<file path="config.mk">
export PLATFORM = sky130hd
export DESIGN_NAME = mem_axi_bridge
export DESIGN_NICKNAME = d
export VERILOG_FILES = /design/src/rtl/mem_axi_bridge.sv
export SDC_FILE = /design/constraint.sdc
export NUM_CORES = 1
export LEC_CHECK = 0
export ABC_AREA = 1
export BUFFER_PORTS_ARGS = -buffer_cell sky130_fd_sc_hd__clkbuf_2
export CAP_MARGIN = 20
export CORE_UTILIZATION = 48
export DETAILED_ROUTE_END_ITERATION = 8
export PLACE_DENSITY = 0.86
export SKIP_CTS_REPAIR_TIMING = 1
export SYNTH_ARGS = -nofsm -noshare
export SYNTH_HDL_FRONTEND = slang
export SYNTH_SLANG_ARGS = --single-unit
</file>
<file path="constraint.sdc">
create_clock -name clk -period 2.1 [get_ports clk]
set_input_delay 0.21 -clock clk [delete_from_list [all_inputs] [get_ports clk]]
set_output_delay 0.21 -clock clk [all_outputs]
set_load 0.02 [all_outputs]
</file>
<file path="src/rtl/mem_axi_bridge.sv">
// Turns each single-beat MMU memory request into one AXI4-Lite read or write and returns the result.
// One transaction in flight; every AXI output is registered, so no AXI input reaches an AXI output combinationally.
module mem_axi_bridge #(
  parameter int unsigned           ADDR_W      = 32,
  parameter int unsigned           DATA_W      = 32,
  parameter logic [DATA_W-1:0]     RESET_RDATA = '0
) (
  input  logic                  clk,
  input  logic                  rst,

  input  logic                  request_enable,
  input  logic                  req_mode,
  input  logic [ADDR_W-1:0]     req_addr,
  input  logic [DATA_W-1:0]     req_wdata,
  input  logic [DATA_W/8-1:0]   req_wstrb,

  output logic                  response_enable,
  output logic [DATA_W-1:0]     resp_data,
  output logic                  resp_error,
  output logic                  busy,

  output logic [ADDR_W-1:0]     m_axi_araddr,
  output logic [2:0]            m_axi_arprot,
  output logic                  m_axi_arvalid,
  input  logic                  m_axi_arready,

  input  logic [DATA_W-1:0]     m_axi_rdata,
  input  logic [1:0]            m_axi_rresp,
  input  logic                  m_axi_rvalid,
  output logic                  m_axi_rready,

  output logic [ADDR_W-1:0]     m_axi_awaddr,
  output logic [2:0]            m_axi_awprot,
  output logic                  m_axi_awvalid,
  input  logic                  m_axi_awready,

  output logic [DATA_W-1:0]     m_axi_wdata,
  output logic [DATA_W/8-1:0]   m_axi_wstrb,
  output logic                  m_axi_wvalid,
  input  logic                  m_axi_wready,

  input  logic [1:0]            m_axi_bresp,
  input  logic                  m_axi_bvalid,
  output logic                  m_axi_bready
);

  localparam logic [2:0] ST_IDLE         = 3'd0;
  localparam logic [2:0] ST_RD_ADDR      = 3'd1;
  localparam logic [2:0] ST_RD_DATA      = 3'd2;
  localparam logic [2:0] ST_WR_ADDR_DATA = 3'd3;
  localparam logic [2:0] ST_WR_RESP      = 3'd4;
  localparam logic [2:0] ST_DONE         = 3'd5;

  logic [2:0]          state_q,     state_d;
  logic [ADDR_W-1:0]   addr_q,      addr_d;
  logic [DATA_W-1:0]   wdata_q,     wdata_d;
  logic [DATA_W/8-1:0] wstrb_q,     wstrb_d;
  logic                arvalid_q,   arvalid_d;
  logic                rready_q,    rready_d;
  logic                awvalid_q,   awvalid_d;
  logic                wvalid_q,    wvalid_d;
  logic                bready_q,    bready_d;
  logic                aw_done_q,   aw_done_d;
  logic                w_done_q,    w_done_d;
  logic                resp_en_q,   resp_en_d;
  logic [DATA_W-1:0]   resp_data_q, resp_data_d;
  logic                resp_err_q,  resp_err_d;
  logic                busy_q,      busy_d;

  logic ar_hs, r_hs, aw_hs, w_hs, b_hs;

  assign ar_hs = arvalid_q && m_axi_arready;
  assign r_hs  = rready_q  && m_axi_rvalid;
  assign aw_hs = awvalid_q && m_axi_awready;
  assign w_hs  = wvalid_q  && m_axi_wready;
  assign b_hs  = bready_q  && m_axi_bvalid;

  always_comb begin
    state_d     = state_q;
    addr_d      = addr_q;
    wdata_d     = wdata_q;
    wstrb_d     = wstrb_q;
    arvalid_d   = arvalid_q;
    rready_d    = rready_q;
    awvalid_d   = awvalid_q;
    wvalid_d    = wvalid_q;
    bready_d    = bready_q;
    aw_done_d   = aw_done_q;
    w_done_d    = w_done_q;
    resp_en_d   = 1'b0;
    resp_data_d = resp_data_q;
    resp_err_d  = resp_err_q;
    busy_d      = busy_q;

    case (state_q)
      ST_IDLE: begin
        if (request_enable) begin
          addr_d  = req_addr;
          wdata_d = req_wdata;
          wstrb_d = req_wstrb;
          busy_d  = 1'b1;
          if (req_mode) begin
            awvalid_d = 1'b1;
            wvalid_d  = 1'b1;
            aw_done_d = 1'b0;
            w_done_d  = 1'b0;
            state_d   = ST_WR_ADDR_DATA;
          end else begin
            arvalid_d = 1'b1;
            state_d   = ST_RD_ADDR;
          end
        end
      end

      // rready only rises after the AR handshake, so an early rvalid is never taken.
      ST_RD_ADDR: begin
        if (ar_hs) begin
          arvalid_d = 1'b0;
          rready_d  = 1'b1;
          state_d   = ST_RD_DATA;
        end
      end

      ST_RD_DATA: begin
        if (r_hs) begin
          rready_d    = 1'b0;
          resp_data_d = m_axi_rdata;
          resp_err_d  = |m_axi_rresp;
          resp_en_d   = 1'b1;
          busy_d      = 1'b0;
          state_d     = ST_DONE;
        end
      end

      ST_WR_ADDR_DATA: begin
        if (aw_hs) begin
          awvalid_d = 1'b0;
          aw_done_d = 1'b1;
        end
        if (w_hs) begin
          wvalid_d = 1'b0;
          w_done_d = 1'b1;
        end
        if ((aw_done_q || aw_hs) && (w_done_q || w_hs)) begin
          bready_d = 1'b1;
          state_d  = ST_WR_RESP;
        end
      end

      ST_WR_RESP: begin
        if (b_hs) begin
          bready_d    = 1'b0;
          resp_data_d = RESET_RDATA;
          resp_err_d  = |m_axi_bresp;
          resp_en_d   = 1'b1;
          busy_d      = 1'b0;
          state_d     = ST_DONE;
        end
      end

      ST_DONE: begin
        state_d = ST_IDLE;
      end

      default: begin
        state_d = ST_IDLE;
      end
    endcase
  end

  always_ff @(posedge clk) begin
    if (rst) begin
      state_q     <= ST_IDLE;
      addr_q      <= '0;
      wdata_q     <= '0;
      wstrb_q     <= '0;
      arvalid_q   <= 1'b0;
      rready_q    <= 1'b0;
      awvalid_q   <= 1'b0;
      wvalid_q    <= 1'b0;
      bready_q    <= 1'b0;
      aw_done_q   <= 1'b0;
      w_done_q    <= 1'b0;
      resp_en_q   <= 1'b0;
      resp_data_q <= RESET_RDATA;
      resp_err_q  <= 1'b0;
      busy_q      <= 1'b0;
    end else begin
      state_q     <= state_d;
      addr_q      <= addr_d;
      wdata_q     <= wdata_d;
      wstrb_q     <= wstrb_d;
      arvalid_q   <= arvalid_d;
      rready_q    <= rready_d;
      awvalid_q   <= awvalid_d;
      wvalid_q    <= wvalid_d;
      bready_q    <= bready_d;
      aw_done_q   <= aw_done_d;
      w_done_q    <= w_done_d;
      resp_en_q   <= resp_en_d;
      resp_data_q <= resp_data_d;
      resp_err_q  <= resp_err_d;
      busy_q      <= busy_d;
    end
  end

  assign response_enable = resp_en_q;
  assign resp_data       = resp_data_q;
  assign resp_error      = resp_err_q;
  assign busy            = busy_q;

  assign m_axi_araddr  = addr_q;
  assign m_axi_arprot  = 3'b000;
  assign m_axi_arvalid = arvalid_q;
  assign m_axi_rready  = rready_q;

  assign m_axi_awaddr  = addr_q;
  assign m_axi_awprot  = 3'b000;
  assign m_axi_awvalid = awvalid_q;
  assign m_axi_wdata   = wdata_q;
  assign m_axi_wstrb   = wstrb_q;
  assign m_axi_wvalid  = wvalid_q;
  assign m_axi_bready  = bready_q;

endmodule

</file>
After elaboration in Yosys (flattened, before gate mapping). Cells that the tools add are included.

Register bits after elaboration: 113. Input bits: 113. Output and inout port bits: 146. Logic and storage cells: 94.

Eq/ne operators: 13. Muxes and demuxes: 40. Reduce and logical (&&, ||, !) cells: 26.

Operator list (count): 32-bit 2-to-1 mux (2); 32-bit one-hot mux with 2 select lines (1); 1-bit 2-to-1 mux (20); 2-bit inequality test, second input constant (9); 1-bit one-hot mux with 2 select lines (9); 4-bit AND reduction (4); 3-bit 2-to-1 mux (5); 3-bit one-hot mux with 5 select lines (1); 2-bit nonzero test (5); 3-bit AND reduction (3); 3-bit by 2-bit == test with 1-bit output, second input constant (2); 1-bit logical AND (6); 5-bit AND reduction (1); 2-bit OR reduction (2); 3-bit by 1-bit == test with 1-bit output, second input constant (1); 3-bit == test, second input constant (1); 3-bit logical NOT (1); 1-bit one-hot mux with 3 select lines (1); 3-bit nonzero test (1); 1-bit logical OR (2); 2-bit 2-to-1 mux (1); 2-bit AND reduction (1).

Depth between registers and ports, before layout. Gate-level depths: netlist of the first run.

Depth after elaboration: 5. Mapped depth: 11. Gate-level depth less buffers: 8.

Least setup slack after synthesis of the first run. OpenSTA, ideal clock, no wires.

Kind: reg-to-reg. Start: register state_q[0]. End: register resp_data_q[24], in the netlist resp_data[24]. Library setup time: 0.128 ns. Arrival: 1.311 ns. Required time: 1.972 ns. Slack: 0.662 ns. Cell stages (with the launch flop): 12. Path buffers: 3. Period minus slack after synthesis: 1.438 ns. Cell sequence: dfxtp_1 -> buf_2 -> nor2_2 -> nand2_1 -> nand2_1 -> inv_2 -> nor2_4 -> buf_6 -> buf_6 -> nand2_1 -> o21ai_1 -> nor2_1.

Cells in the longest elaborated chain, start to end: 3. Elaborated cells on any way between the ends: 7. Classes of those cells: eq/ne (4); mux (1); reduce/logical (2).

Ends and longest elaborated chain: from (decl) (RTL line 54) `logic [2:0] state_q, state_d;`; from (signal assigned) (RTL line 189) `state_q <= state_d;`; 3-bit == test / 3-bit by 2-bit == test with 1-bit output (equally long branches) (RTL line 95) `case (state_q)`; 2-bit inequality test (no source line) / 2-bit nonzero test (equally long branches); 3-bit AND reduction (no source line); to (signal assigned) (RTL line 201) `resp_data_q <= resp_data_d;`; to (decl) (RTL line 66) `logic [DATA_W-1:0] resp_data_q, resp_data_d;`.

Parallel ways exist; a longest one is shown, timed or not. A chain may end at the register's enable or synchronous reset.

Worst setup path after layout of the first run.
Start: register state_q[1]. End: register wdata_q[23], in the netlist m_axi_wdata[23].

Cells in the longest elaborated chain, start to end: 2.

Ends and longest elaborated chain: 3-bit logical NOT (RTL line 95); 2-bit AND reduction (no source line); to (signal assigned) (RTL line 191) `wdata_q <= wdata_d;`; to (decl) (RTL line 56) `logic [DATA_W-1:0] wdata_q, wdata_d;`.

Every way passes these cells.

==> results_dict.tcl, run 1 <==
set metrics [dict create \
    outcome "finished with violations" \
    failed_checks "negative hold slack" \
    cts_made_buffers 17 \
    first_global_vias 4306 \
    grt-busiest-layer "met2" \
    clk_latency_ns 0.50 \
    seq_area_frac_synth 0.487 \
    grt_pass1_wl_um 19800 \
    totalWireLength_um 15100 \
    vias 5274 \
    power_leakage_uw 0.00330 \
    critPathKind "flop to flop" \
    clk_pin_slew_ns 0.05 \
    final_core_util 0.739 \
    peakVddDrop_uv 805 \
    clock_skew_ns 0.00972 \
    final_hold_viol_count 1 \
    die_w_um 100 \
    cts_tree "built" \
    grt_max_degree 67 \
    syn2layout_area_growth_pct 48.4 \
    syn_inst 620 \
    cts_max_path_buffers 2 \
    viasPerCell 5.13 \
    use_met2 0.443 \
    gr-usage-met1 0.279 \
    max_cap_viol_count 0 \
    fmax_mhz 586 \
    antenna_found_initial 1 \
    period_needed_ns 1.71 \
    yosysUniqueCellTypes 20 \
    post-route-period-util 0.813 \
    drt-pass1-iter-count 5 \
    r2r.worst_path.cells 6 \
    core_area_mm2 0.00933 \
    fillCellCount 679 \
    drive_gt1_frac 0.333 \
    antennaDiodeCount 0 \
    dpl_cell_area_mm2 0.00568 \
    cp_data_required_time_ns 2.51 \
    synth_seq_cells 113 \
    htree_levels 4 \
    grt_usage 0.252 \
    setup_viol_count_final 0 \
    die_h_um 100 \
    drt_iter0_drc 242 \
    cts_sinks 113 \
    power_uw 9580 \
    start_kind "flop" \
    drtAntennaViolNets 0 \
    finalWeightedCongestion 0.855 \
    endpoint_kind "flop" \
    ys_warn_count 0 \
    final_area_mm2 0.00689 \
    drc 0 \
    grt-ovfl-total 0 \
    crit_fanout 48 \
    hold_path.class "input port to flop" \
    use_met3 0.0669 \
    dieArea_mm2 0.0101 \
    synth_area_per_cell_um2 7.49 \
    fin_ws_ns 0.393 \
    rows 35 \
    nets 1002 \
    dpl.hpwl_um 8820 \
    initial_core_util 0.498 \
    post_drt_wl_per_cell_um 14.7 \
    power_density_mw_per_mm2 1390 \
    hold_ws_ns -0.0232 \
    dp.cells 933 \
    clock-root-buffer "clkbuf_8" \
    port-buffer-count 252 \
    final_max_slew_viol_count 0 \
    worstPathArrival_ns 2.12 \
    holdPathStages 3 \
    final_cells 1029 \
    ios 259 \
    synth.cell_area_mm2 0.00465 \
    dp_slack_ns 0.486 \
]
[where the power goes]
| part | switching [uW] | internal [uW] | total, uW | leakage, uW |
|---|---|---|---|---|
| logic | 2520 | 1270 | 3790 | 0.00211 |
| clock network | 966 | 1690 | 2660 | 0.000265 |
| registers | 410 | 2720 | 3130 | 0.000925 |
[cells in the final DEF (no fill, tap or decap), drive strengths merged]
master,n
conb,6
nand4,2
inv,12
nand3b,1
bufinv,2
nor2,52
nand2,160
dlygate4sd3,66
clkbuf,270
clkinvlp,3
dfxtp,113
o21ai,41
clkinv,6
nand3,76
a21oi,79
buf,11
[worst max-delay path: stages (launching register included)]
cell,delay (ns)
dfxtp_1,0.38
nor2_2,0.20
inv_2,0.08
nor2_4,0.11
buf_4,0.44
nand3_1,0.18
a21oi_1,0.22
[cell usage after synthesis]
cell type	number	area share
a21oi_1	79	0.085
buf_1	2	0.0016
buf_2	8	0.0086
buf_4	39	0.063
buf_6	5	0.012
clkbuf_1	29	0.023
conb_1	1	0.00081
dfxtp_1	113	0.49
inv_1	10	0.0081
inv_2	2	0.0016
nand2_1	158	0.13
nand2_2	2	0.0027
nand3_1	76	0.082
nand3b_1	1	0.0016
nand4_1	2	0.0027
nor2_1	47	0.038
nor2_2	2	0.0027
nor2_4	3	0.0073
o21ai_0	11	0.012
o21ai_1	30	0.032
[final timing paths]
check	startpoint	to	slack, ns
worst max-delay path	state_q[1]	m_axi_wdata[23]	0.39
worst min-delay path	req_addr[24]	m_axi_araddr[24]	-0.02
worst max register to register	state_q[1]	m_axi_wdata[23]	0.39
worst min register to register	m_axi_wdata[11]	m_axi_wdata[11]	0.46
[layout make-up]
type                            count  area, um^2  share of cell area
Clock buffer                       19         432              0.0626
Clock inverter                     11         116              0.0169
Inverter                           12        45.0             0.00653
Multi-Input combinational cell    417        1850               0.269
Sequential cell                   113        2260               0.328
Tap cell                          129         161              0.0234
Timing Repair Buffer              328        2020               0.294
[per-layer routing]
metal | up-vias | wire, um
li1 | 2519 | -
met1 | 2387 | 5470
met2 | 302 | 7930
met3 | 66 | 1040
met4 | 0 | 657
met5 | - | 0
[stage by stage]
stage	setup TNS, ns	hold slack, ns
global placement	0	0.449
detailed placement	0	0.453
floorplan	0	0.375
finish	0	-0.0232
global route	-0.0293	0.00102
CTS	0	-0.0614
[state kept, by name, indices dropped and copies added, names as in the netlist]
name             count
m_axi_wdata         32
response_enable      1
resp_data           32
w_done_q             1
m_axi_wstrb          4
busy                 1
aw_done_q            1
m_axi_wvalid         1
m_axi_arvalid        1
m_axi_araddr        32
resp_error           1
state_q              3
m_axi_bready         1
m_axi_awvalid        1
m_axi_rready         1
[logic make-up after synthesis]
| group | Yosys count | share of synthesized area |
|---|---|---|
| AO/OA/AOI/OAI | 120 | 0.129 |
| buffers and inverters | 95 | 0.119 |
| AND/OR/NAND/NOR | 291 | 0.264 |
| other | 1 | 0.000807 |
| flip-flops | 113 | 0.487 |
Power figures use the tool's default switching activity.
==> inputs of run 2 (changes only) <==
--- a/config.mk
+++ b/config.mk
@@ -8,9 +8,9 @@
 export ABC_AREA = 1
 export BUFFER_PORTS_ARGS = -buffer_cell sky130_fd_sc_hd__clkbuf_2
 export CAP_MARGIN = 20
-export CORE_UTILIZATION = 48
+export CORE_UTILIZATION = 44
 export DETAILED_ROUTE_END_ITERATION = 8
-export PLACE_DENSITY = 0.86
+export PLACE_DENSITY = 0.8
 export SKIP_CTS_REPAIR_TIMING = 1
 export SYNTH_ARGS = -nofsm -noshare
 export SYNTH_HDL_FRONTEND = slang
==> constraint.sdc (replaced) <==
create_clock -name clk -period 1.8 [get_ports clk]
set_input_delay 0.18 -clock clk [delete_from_list [all_inputs] [get_ports clk]]
set_output_delay 0.18 -clock clk [all_outputs]
set_load 0.02 [all_outputs]
==> run 2 against run 1 <==
  * The flow now finishes without violations
  * Largest cell class unchanged
  * Register-to-register slack worse by 0.20 ns
  * Flip-flop and latch count is the same
  * Hold slack better by 0.028 ns
  * Highest routed layer unchanged
==> results_dict.tcl, run 2 (same netlist as run 1, synthesis figures left out) <==
set metrics [dict create \
    outcome "finished, final reports clean" \
    die_w_um 105 \
    cts_made_buffers 17 \
    port-buffer-count 252 \
    syn2layout_area_growth_pct 51.5 \
    viasPerCell 4.97 \
    cts_tree "built" \
    grt_pass1_wl_um 19900 \
    regArea_mm2 0.00226 \
    antenna_found_initial 1 \
    grt-ovfl-total 0 \
    power_uw 11600 \
    period_needed_ns 1.60 \
    final_hold_viol_count 0 \
    clock-root-buffer "clkbuf_8" \
    vias 5183 \
    clk_latency_ns 0.49 \
    tns_ns 0 \
    dieArea_mm2 0.0110 \
    initial_core_util 0.452 \
    totalWireLength_um 14300 \
    final_cells 1043 \
    cp_data_required_time_ns 2.18 \
    die_h_um 105 \
    drtAntennaViolNets 0 \
    power_density_mw_per_mm2 1640 \
    fillCellCount 823 \
    final_core_util 0.685 \
    max_cap_viol_count 0 \
    dp_slack_ns 0.214 \
    dpl.hpwl_um 8720 \
    cpPeakStageDelay_ns 0.40 \
    drive_gt1_frac 0.333 \
    rsz0062_at_grt "no" \
    power_leakage_uw 0.00336 \
    critPathKind "flop to flop" \
    cts_sinks 113 \
    clk_pin_slew_ns 0.06 \
    crit_chain "nor2_2, nand2_1, nand2_1, inv_2, nor2_4, buf_12, inv_1, nor2_1, nor2_1" \
    start_kind "flop" \
    setup_viol_count_final 0 \
    peakVddDrop_uv 964 \
    drc 0 \
    fmax_mhz 624 \
    ios 259 \
    first_global_vias 4221 \
    grt_usage 0.224 \
    multi_input_area_mm2 0.00185 \
    fin_ws_ns 0.198 \
    path_buf_inv 3 \
    post_drt_wl_per_cell_um 13.7 \
    dp.cells 942 \
    drt-pass1-iter-count 6 \
    layout_commonest_cell "clkbuf_2" \
    grt_max_degree 69 \
    cts_max_path_buffers 2 \
    crit_fanout 54 \
    endpoint_kind "flop" \
    hold_path.class "input port to flop" \
    final_cell_mix "clkbuf_2, nand2_1, dfxtp_1" \
    clock_skew_ns 0.0107 \
    core_area_mm2 0.0103 \
    drt_iter0_drc 348 \
    final_max_slew_viol_count 0 \
    nets 1006 \
    worstPathArrival_ns 1.98 \
    htree_levels 4 \
    post-route-period-util 0.890 \
    crit_slowest_cell "dfxtp_1" \
    rows 37 \
    cpLargestDelayFamily "simple AND/OR/NAND/NOR gates" \
    finalWeightedCongestion 0.805 \
]
## run 2: cell count changes in the layout (fill, tap and decap cells not counted), sizes merged
| cell | previous run | this run |
|---|---|---|
| buf | 11 | 13 |
| bufinv | 2 | 4 |
| clkbuf | 270 | 273 |
| clkinv | 6 | 3 |
| diode | 0 | 1 |
| dlygate4sd3 | 66 | 68 |
## run 2: final cells by class
type | count | share of cell area
Sequential cell | 113 | 0.321
Antenna cell | 1 | 0.000355
Timing Repair Buffer | 332 | 0.298
Tap cell | 136 | 0.0242
Inverter | 12 | 0.00640
Clock buffer | 22 | 0.0643
Clock inverter | 10 | 0.0224
Multi-Input combinational cell | 417 | 0.263
## run 2: report_power, final
| part | total, uW | leakage [uW] | switching (uW) | internal [uW] |
|---|---|---|---|---|
| sequential | 3640 | 0.000925 | 460 | 3180 |
| clock | 3430 | 0.000291 | 1110 | 2310 |
| combinational | 4500 | 0.00214 | 2940 | 1560 |
| total | 11600 | 0.00336 | 4510 | 7050 |
## run 2: path summary, 6_finish.rpt
path | startpoint | end | slack (ns) | depth (start not counted)
worst min register to register | m_axi_wdata[3] | m_axi_wdata[3] | 0.46 | 2
worst max register to register | state_q[0] | resp_error | 0.20 | 9
worst max-delay path | state_q[0] | resp_error | 0.20 | 9
worst min-delay path | m_axi_rdata[25] | resp_data[25] | 0.005 | 5
## run 2: worst reg2reg max path, delay by kind of cell (launching register included)
kind	cells	cell delay (ns)
buffers and inverters	3	0.39
DFF	1	0.40
and+or+nand+nor	6	0.71
## run 2: stage by stage
stage               hold WS, ns  instance area [um^2]
floorplan                 0.345                  4660
global placement          0.435                  5750
detailed placement        0.440                  5750
CTS                     -0.0943                  6360
global route             0.0113                  7040
finish                  0.00481                  7040
## run 2: layer usage
metal | track usage | part of all wire | up-vias
met5 | 0 | 0 | -
met4 | 0.0936 | 0.035 | 0
met3 | 0.0543 | 0.070 | 45
met2 | 0.391 | 0.51 | 272
met1 | 0.261 | 0.39 | 2332
li1 | - | - | 2534
